[src/rtl/chess_move_sequencer.sv]
// Turn-based move controller: cursor, pick/drop sequencing and per-turn countdown.
// Move commits as two handshaked writes (dest, then source clear); WrEn holds until WrReady.
module chess_move_sequencer #(
    parameter int TURN_SECONDS = 60,
    parameter int TIME_W       = 8,
    parameter int INIT_X       = 2,
    parameter int INIT_Y       = 3
) (
    input  logic              clock,
    input  logic              resetApp,
    input  logic              KeyLeft,
    input  logic              KeyRight,
    input  logic              KeyUp,
    input  logic              KeyDown,
    input  logic              KeySelect,
    input  logic              TickEnable,
    output logic [5:0]        RdAddr,
    input  logic [7:0]        RdData,
    output logic              WrEn,
    output logic [5:0]        WrAddr,
    output logic [7:0]        WrData,
    input  logic              WrReady,
    output logic [5:0]        CursorIdx,
    output logic [5:0]        SourceIdx,
    output logic              PieceHeld,
    output logic              Turn,
    output logic [TIME_W-1:0] TimeLeft,
    output logic              MoveDone,
    output logic [3:0]        CapturedPiece,
    output logic              IllegalSel,
    output logic              TimeOut
);

    typedef enum logic [3:0] {
        SEL_SRC,
        WAIT_SRC,
        CHK_SRC,
        SEL_DST,
        WAIT_DST,
        CHK_DST,
        WR_DST,
        WR_SRC,
        COMMIT
    } state_t;

    localparam logic [TIME_W-1:0] TIME_RELOAD = TIME_W'(TURN_SECONDS);
    localparam logic [2:0]        X_RESET     = 3'(INIT_X);
    localparam logic [2:0]        Y_RESET     = 3'(INIT_Y);

    state_t     state;
    logic [2:0] cur_x;
    logic [2:0] cur_y;
    logic [3:0] held_piece;
    logic       in_sel;
    logic       timer_live;
    logic       expire;
    logic       own_piece;

    assign CursorIdx  = {cur_y, cur_x};
    assign in_sel     = (state == SEL_SRC) || (state == SEL_DST);
    assign timer_live = in_sel || (state == WAIT_SRC) || (state == CHK_SRC) ||
                        (state == WAIT_DST) || (state == CHK_DST);
    assign expire     = timer_live && TickEnable && (TimeLeft == TIME_W'(1));
    assign own_piece  = (RdData[3:0] != 4'h0) && (RdData[3] == Turn);

    always_ff @(posedge clock) begin
        if (resetApp) begin
            state         <= SEL_SRC;
            cur_x         <= X_RESET;
            cur_y         <= Y_RESET;
            RdAddr        <= {Y_RESET, X_RESET};
            SourceIdx     <= 6'd0;
            held_piece    <= 4'h0;
            PieceHeld     <= 1'b0;
            Turn          <= 1'b0;
            TimeLeft      <= TIME_RELOAD;
            WrEn          <= 1'b0;
            WrAddr        <= 6'd0;
            WrData        <= 8'h00;
            MoveDone      <= 1'b0;
            CapturedPiece <= 4'h0;
            IllegalSel    <= 1'b0;
            TimeOut       <= 1'b0;
        end else begin
            MoveDone   <= 1'b0;
            IllegalSel <= 1'b0;
            TimeOut    <= 1'b0;

            if (in_sel) begin
                RdAddr <= CursorIdx;
            end

            // Select owns the cycle; otherwise one direction key by priority.
            if (in_sel && !KeySelect) begin
                if (KeyLeft) begin
                    cur_x <= cur_x - 3'd1;
                end else if (KeyRight) begin
                    cur_x <= cur_x + 3'd1;
                end else if (KeyUp) begin
                    cur_y <= cur_y + 3'd1;
                end else if (KeyDown) begin
                    cur_y <= cur_y - 3'd1;
                end
            end

            if (timer_live && TickEnable && !expire) begin
                TimeLeft <= TimeLeft - TIME_W'(1);
            end

            if (expire) begin
                TimeOut   <= 1'b1;
                Turn      <= ~Turn;
                PieceHeld <= 1'b0;
                TimeLeft  <= TIME_RELOAD;
                state     <= SEL_SRC;
            end else begin
                case (state)
                    SEL_SRC: if (KeySelect) state <= WAIT_SRC;
                    WAIT_SRC: state <= CHK_SRC;
                    CHK_SRC: begin
                        if (own_piece) begin
                            SourceIdx  <= RdAddr;
                            held_piece <= RdData[3:0];
                            PieceHeld  <= 1'b1;
                            state      <= SEL_DST;
                        end else begin
                            IllegalSel <= 1'b1;
                            state      <= SEL_SRC;
                        end
                    end
                    SEL_DST: if (KeySelect) state <= WAIT_DST;
                    WAIT_DST: state <= CHK_DST;
                    CHK_DST: begin
                        if (RdAddr == SourceIdx) begin
                            PieceHeld <= 1'b0;
                            state     <= SEL_SRC;
                        end else if (own_piece) begin
                            IllegalSel <= 1'b1;
                            state      <= SEL_DST;
                        end else begin
                            CapturedPiece <= RdData[3:0];
                            WrEn          <= 1'b1;
                            WrAddr        <= RdAddr;
                            WrData        <= {4'h0, held_piece};
                            state         <= WR_DST;
                        end
                    end
                    WR_DST: begin
                        if (WrReady) begin
                            WrAddr <= SourceIdx;
                            WrData <= 8'h00;
                            state  <= WR_SRC;
                        end
                    end
                    WR_SRC: begin
                        if (WrReady) begin
                            WrEn  <= 1'b0;
                            state <= COMMIT;
                        end
                    end
                    COMMIT: begin
                        MoveDone  <= 1'b1;
                        Turn      <= ~Turn;
                        PieceHeld <= 1'b0;
                        TimeLeft  <= TIME_RELOAD;
                        state     <= SEL_SRC;
                    end
                    default: state <= SEL_SRC;
                endcase
            end
        end
    end

endmodule

[config.mk]
export PLATFORM = sky130hd
export DESIGN_NAME = chess_move_sequencer
export DESIGN_NICKNAME = d
export VERILOG_FILES = /design/src/rtl/chess_move_sequencer.sv
export SDC_FILE = /design/constraint.sdc
export NUM_CORES = 1
export LEC_CHECK = 0
export CAP_MARGIN = 25
export CORE_UTILIZATION = 49
export DETAILED_ROUTE_END_ITERATION = 7
export PLACE_DENSITY = 0.82
export SLEW_MARGIN = 25
export SYNTH_ARGS = -nofsm -noshare
export SYNTH_HDL_FRONTEND = slang
export SYNTH_SLANG_ARGS = --single-unit
[constraint.sdc]
create_clock -name clock -period 5.5 [get_ports clock]
set_input_delay 0.825 -clock clock [delete_from_list [all_inputs] [get_ports clock]]
set_output_delay 0.825 -clock clock [all_outputs]
set_load 0.01 [all_outputs]
==> flow_summary.json, run 1 <==
{
  "critPathTopFamily": "simple AND/OR/NAND/NOR gates",
  "yosys.area_share.simple_pct": 20.4,
  "h-tree-depth": 2,
  "dieArea_mm2": 0.00559,
  "dp_hpwl_mm": 4.07,
  "grtUsageMet3_pct": 4.82,
  "path_class": "in -> reg",
  "p_clk_share_pct": 19.3,
  "drc_errors": 0,
  "dpl_cell_area_mm2": 0.00320,
  "cp_max_fo": 10,
  "cpMostUsedCell": "nor2_1",
  "yosys.area_share.adder_pct": 2.51,
  "grt-busiest-layer": "met2",
  "diodes": 0,
  "numPlacedInstances": 402,
  "combPwrFrac_pct": 34.2,
  "holdWs_ps": 464,
  "clkSinkCount": 54,
  "synth_edf_count": 0,
  "cts_resized": 0,
  "crit_buf_inv": 1,
  "synth_top_cell_area_share_pct": 41.7,
  "final.setup_skew_ps": 5.30,
  "maxCapViolCount": 0,
  "cts_root_buf": "clkbuf_8",
  "worstMarginPinSlew_ps": 784,
  "port_buffers": 58,
  "cts_buffer_depth": 2,
  "hold_viol_final": 0,
  "grt_util_met2_pct": 37.0,
  "grt_usage_pct": 21.8,
  "synthXorXnorAreaFrac_pct": 6.41,
  "rsz0062_at_grt": "no",
  "synth_cell_types": 49,
  "fill_cells": 459,
  "synth_ff_type": "dfxtp_1",
  "drtIter0Drc": 155,
  "finalSetupViolations": 0,
  "min_period_ps": 2820,
  "critPathLaunchType": "input pin",
  "ys_warn_count": 0,
  "synth_area_leaders": "dfxtp_1, mux2i_1, nor2_1, nand2_1, xor2_1",
  "worstPathArrival_ps": 3010,
  "rows": 26,
  "wl_per_cell_um": 13.8,
  "gr-usage-met1_pct": 28.5,
  "fin_cells": 409,
  "synth_area_mm2": 0.00259,
  "die_w_um": 74.8,
  "numCtsBuffers": 5,
  "crit_path_cell_trace": "clkdlybuf4s50_1 > xor2_1 > nor2_1 > nand3_1 > mux2i_1 > nor2_1",
  "syn_avg_cell_area_um2": 9.07,
  "postCtsSetupBuffers": 0,
  "wl_mm": 5.63,
  "tns_ps": 0,
  "period_share_pct": 51.3,
  "p_leak_nw": 1.28,
  "hold_path.class": "reg -> reg",
  "finalPower_mw": 1.09,
  "cp.required_ps": 5690,
  "cpMaxStageDelayCell": "nand3_1",
  "seqPwrFrac_pct": 46.6,
  "ios": 67,
  "dieHeight_um": 74.8,
  "grt_max_degree": 27,
  "antenna_left": 0,
  "timing.final.ws_setup_ps": 2680,
  "post-route-util_pct": 64.1,
  "layout_common_cells": "clkdlybuf4s50_1, dfxtp_1, nor2_1, nand2_1, mux2i_1",
  "maxSlewViolCount": 0,
  "critPathCaptureType": "register",
  "nNetsFinal": 360,
  "synth-seq-cells": 54,
  "vdd_ir_drop_max_v": 0.000214,
  "yosysSeqAreaShare_pct": 41.7,
  "intPower_mw": 0.712,
  "p_switching_mw": 0.375,
  "cts_hold_buf": 0,
  "grt_pass1_vias": 2005,
  "synthCells": 286,
  "outcome": "complete, no violations",
  "muxShareOfSynthArea_pct": 12.3,
  "drt_first_pass_iters": 4,
  "avgViaCountPerCell": 5.37,
  "gp_congestion": 0.846,
  "overflow": 0,
  "drive_gt1_share_pct": 7.08,
  "p_sw_share_pct": 34.5,
  "synth-compound-area-share_pct": 11.9,
  "synth_top_family_by_area": "simple AND/OR/NAND/NOR gates",
  "coreArea_mm2": 0.00511,
  "place_ws_ps": 2420,
  "grt_pass1_wl_mm": 9.34,
  "powerDensity_mw_per_mm2": 332,
  "via_count": 2198,
  "final_common_cell": "clkdlybuf4s50_1",
  "cts_tree": "yes",
  "areaGrowthSynthToFinish_pct": 26.2,
  "final_area_mm2": 0.00328,
  "antenna_found_initial": 0,
  "clk_pin_slew_worst_paths_ps": 90,
  "synthArstFlopShare_pct": 0,
  "timing.fmax_ghz": 0.354,
  "slew_headroom_pct": 47.3,
  "slowest_delay_ps": 620,
  "initial_core_util_pct": 50.8,
  "clock_latency_ps": 300,
  "yosysTopAreaCell": "dfxtp_1"
}
## final cells by class
| type | count | area [um^2] | share of cell area, % |
|---|---|---|---|
| inverter | 10 | 37.5 | 1.15 |
| clock buffer | 5 | 68.8 | 2.10 |
| sequential | 54 | 1080 | 33.0 |
| multi-input combinational | 209 | 1400 | 42.8 |
| tap | 70 | 87.6 | 2.67 |
| clock inverter | 2 | 10.0 | 0.306 |
| timing repair buffer | 59 | 588 | 18.0 |
## flip-flops by register name (all words and copies together) (netlist names), 3 cells and up
name / flops
TimeLeft: 8
RdAddr: 6
SourceIdx: 6
WrAddr: 6
CapturedPiece: 4
WrData: 4
held_piece: 4
state: 4
cur_x: 3
cur_y: 3
## Yosys cell counts (all sizes together), types with 2 or more instances
cell	instances
a211o	3
a211oi	2
a21oi	10
buf	7
clkbuf	9
dfxtp	54
fa	2
ha	2
inv	9
mux2	7
mux2i	24
nand2	30
nand3	3
nand4	2
nor2	38
nor2b	4
nor3	9
nor4	7
o211ai	2
o21a	7
o21ai	6
o31a	6
or3	6
xnor2	7
xor2	12
## power by group through the flow
stage / clock network (mW) / registers [mW] / logic, mW
finish: 0.209 / 0.506 / 0.371
global route: 0.232 / 0.515 / 0.409
CTS: 0.214 / 0.505 / 0.374
detailed placement: 0 / 0.512 / 0.371
global placement: 0 / 0.511 / 0.362
floorplan: 0 / 0.497 / 0.269
## metal layers
| metal | vias to the layer above | wire, um | part of all wire [%] |
|---|---|---|---|
| li1 | 1093 | - | - |
| met1 | 1031 | 2560 | 46 |
| met2 | 66 | 2770 | 49 |
| met3 | 8 | 243 | 4.3 |
| met4 | 0 | 53 | 0.94 |
| met5 | - | 0 | 0 |
## worst reg2reg max path, cell delays in order (launching register included)
cell,delay (ps)
dfxtp_1,630
xor2_1,150
or3_1,530
or3_4,470
or3_1,370
a21oi_1,170
## cell families (layout without fill, tap and decap cells)
group | count (synthesis) | count (layout)
AND/OR/NAND/NOR | 108 | 108
flip-flops | 54 | 54
AO/OA/AOI/OAI | 43 | 43
buffers and inverters | 26 | 76
XOR/XNOR | 19 | 19
adder cells (fa/ha/maj) | 4 | 4
other | 1 | 4
multiplexers | 31 | 31
## final timing paths
path | startpoint | to | slack, ps | cells past startpoint
setup / recovery | RdData[3] | SourceIdx[5]$_SDFFE_PP0P_ | 2680 | 6
hold / removal | WrData[2]$_SDFFE_PP0P_ | WrData[2]$_SDFFE_PP0P_ | 460 | 2
hold reg to reg | WrData[2]$_SDFFE_PP0P_ | WrData[2]$_SDFFE_PP0P_ | 460 | 2
setup reg to reg | state[0]$_SDFFE_PP0P_ | cur_y[2]$_SDFFE_PP0P_ | 3120 | 5
No activity file was read; power rests on OpenSTA's default activity.
==> inputs of run 2 (changes only) <==
clock period = 2.7 ns   (was 5.5 ns; I/O delays follow)
==> run 2 against run 1 <==
  * First-iteration DRC count shrank 7.1%
  * Global-route usage grew 0.56 points
  * Combinational power grew 120%
  * Die area is the same
  * Total power grew 120%
  * Worst setup slack lost 2200 ps
  * Critical endpoint is now WrAddr[4]$_SDFFE_PP0P_
  * Highest routed layer unchanged
  * Wire length grew 4.7%
  * Clock skew grew 1.6 ps
==> flow_summary.json, run 2 (synthesis gave the netlist of run 1 again) <==
{
  "via_count": 2214,
  "outcome": "complete, no violations",
  "clk_pin_slew_worst_paths_ps": 90,
  "clock_latency_ps": 320,
  "cts_hold_buf": 0,
  "antenna_found_initial": 0,
  "avgViaCountPerCell": 5.32,
  "dieHeight_um": 74.8,
  "layout_common_cells": "clkdlybuf4s50_1, dfxtp_1, nor2_1, nand2_1, mux2i_1",
  "maxSlewViolCount": 0,
  "finalPower_mw": 2.35,
  "drc_errors": 0,
  "cpMaxStageDelayCell": "dfxtp_1",
  "ios": 67,
  "critPathCaptureType": "register",
  "timing.fmax_ghz": 0.443,
  "h-tree-depth": 2,
  "final.setup_skew_ps": 6.92,
  "final_common_cell": "clkdlybuf4s50_1",
  "port_buffers": 58,
  "slew_headroom_pct": 60.4,
  "cts_tree": "yes",
  "grt_pass1_wl_mm": 9.40,
  "wl_mm": 5.90,
  "powerDensity_mw_per_mm2": 701,
  "overflow": 0,
  "tns_ps": 0,
  "maxCapViolCount": 0,
  "holdWs_ps": 467,
  "cts_root_buf": "clkbuf_8",
  "largest_register": "TimeLeft",
  "postCtsSetupBuffers": 0,
  "dp_hpwl_mm": 4.15,
  "finalSetupViolations": 0,
  "p_leak_nw": 1.32,
  "gp_congestion": 0.869,
  "drtIter0Drc": 144,
  "grt_max_degree": 26,
  "critPathLaunchType": "register",
  "cts_resized": 0,
  "areaGrowthSynthToFinish_pct": 29.0,
  "cp_max_fo": 14,
  "dieArea_mm2": 0.00559,
  "rrSetupSlack_ps": 440,
  "grt_usage_pct": 22.4,
  "cts_buffer_depth": 2,
  "vdd_ir_drop_max_v": 0.000619,
  "crit_path_cell_trace": "nand2_1 > nor3_2 > mux2_2 > o31a_1 > o21a_1",
  "path_class": "reg -> reg",
  "hold_viol_final": 0,
  "numCtsBuffers": 5,
  "cp.required_ps": 2920,
  "clkSinkCount": 54,
  "worstMarginPinSlew_ps": 590,
  "diodes": 0,
  "rows": 26,
  "largest_register_ffs": 8,
  "worstPathArrival_ps": 2480,
  "drt_first_pass_iters": 4,
  "wl_per_cell_um": 14.2,
  "rsz0062_at_grt": "no",
  "die_w_um": 74.8,
  "antenna_left": 0,
  "hold_path.class": "reg -> reg",
  "min_period_ps": 2260,
  "coreArea_mm2": 0.00511,
  "initial_core_util_pct": 50.8,
  "drive_gt1_share_pct": 8.96,
  "grt_pass1_vias": 1975,
  "fill_cells": 453,
  "slowest_delay_ps": 600,
  "period_share_pct": 83.6,
  "nNetsFinal": 366
}
==> run 2: layout make-up <==
type | count | area, um^2 | area share [%]
Clock inverter | 1 | 8.76 | 0.262
Multi-Input combinational cell | 209 | 1400 | 41.9
Inverter | 10 | 37.5 | 1.12
Clock buffer | 7 | 96.3 | 2.88
Timing Repair Buffer | 65 | 633 | 18.9
Tap cell | 70 | 87.6 | 2.62
Sequential cell | 54 | 1080 | 32.3
==> run 2: path summary, 6_finish.rpt <==
| check | startpoint | cells after the start | to |
|---|---|---|---|
| setup / recovery | state[1]$_SDFFE_PP0P_ | 5 | WrAddr[4]$_SDFFE_PP0P_ |
| hold / removal | held_piece[2]$_SDFFE_PP0P_ | 2 | WrData[2]$_SDFFE_PP0P_ |
| setup reg to reg | state[1]$_SDFFE_PP0P_ | 5 | WrAddr[4]$_SDFFE_PP0P_ |
| hold reg to reg | held_piece[2]$_SDFFE_PP0P_ | 2 | WrData[2]$_SDFFE_PP0P_ |
==> run 2: routing by layer <==
metal	wire length, um	share of wire (%)	GRT usage [%]
met1	2810	48	29.7
met4	76	1.3	8.39
met3	305	5.2	4.69
met2	2710	46	36.0
met5	0	0	0
==> run 2: metrics by stage <==
| stage | setup slack (ps) | area, um^2 | instances | util, % |
|---|---|---|---|---|
| floorplan | 788 | 2610 | 289 | - |
| finish | 443 | 3350 | 416 | 65.5 |
| global route | 333 | 3350 | 416 | 65.5 |
| CTS | 485 | 3350 | 416 | 65.5 |
| global placement | 298 | 3240 | 408 | 63.5 |
| detailed placement | 264 | 3240 | 408 | 63.5 |
==> run 2: power by group <==
group	internal [mW]	switching [mW]	total, mW
clock	0.236	0.272	0.507
sequential	0.890	0.126	1.02
combinational	0.413	0.409	0.822
==> run 2: worst max-delay path, delay by kind of cell, from the launching register on <==
family / cells / cell delay, ps
and+or+nand+nor: 2 / 820
AOI/OAI and AO/OA: 2 / 340
muxes: 1 / 400
DFF: 1 / 600
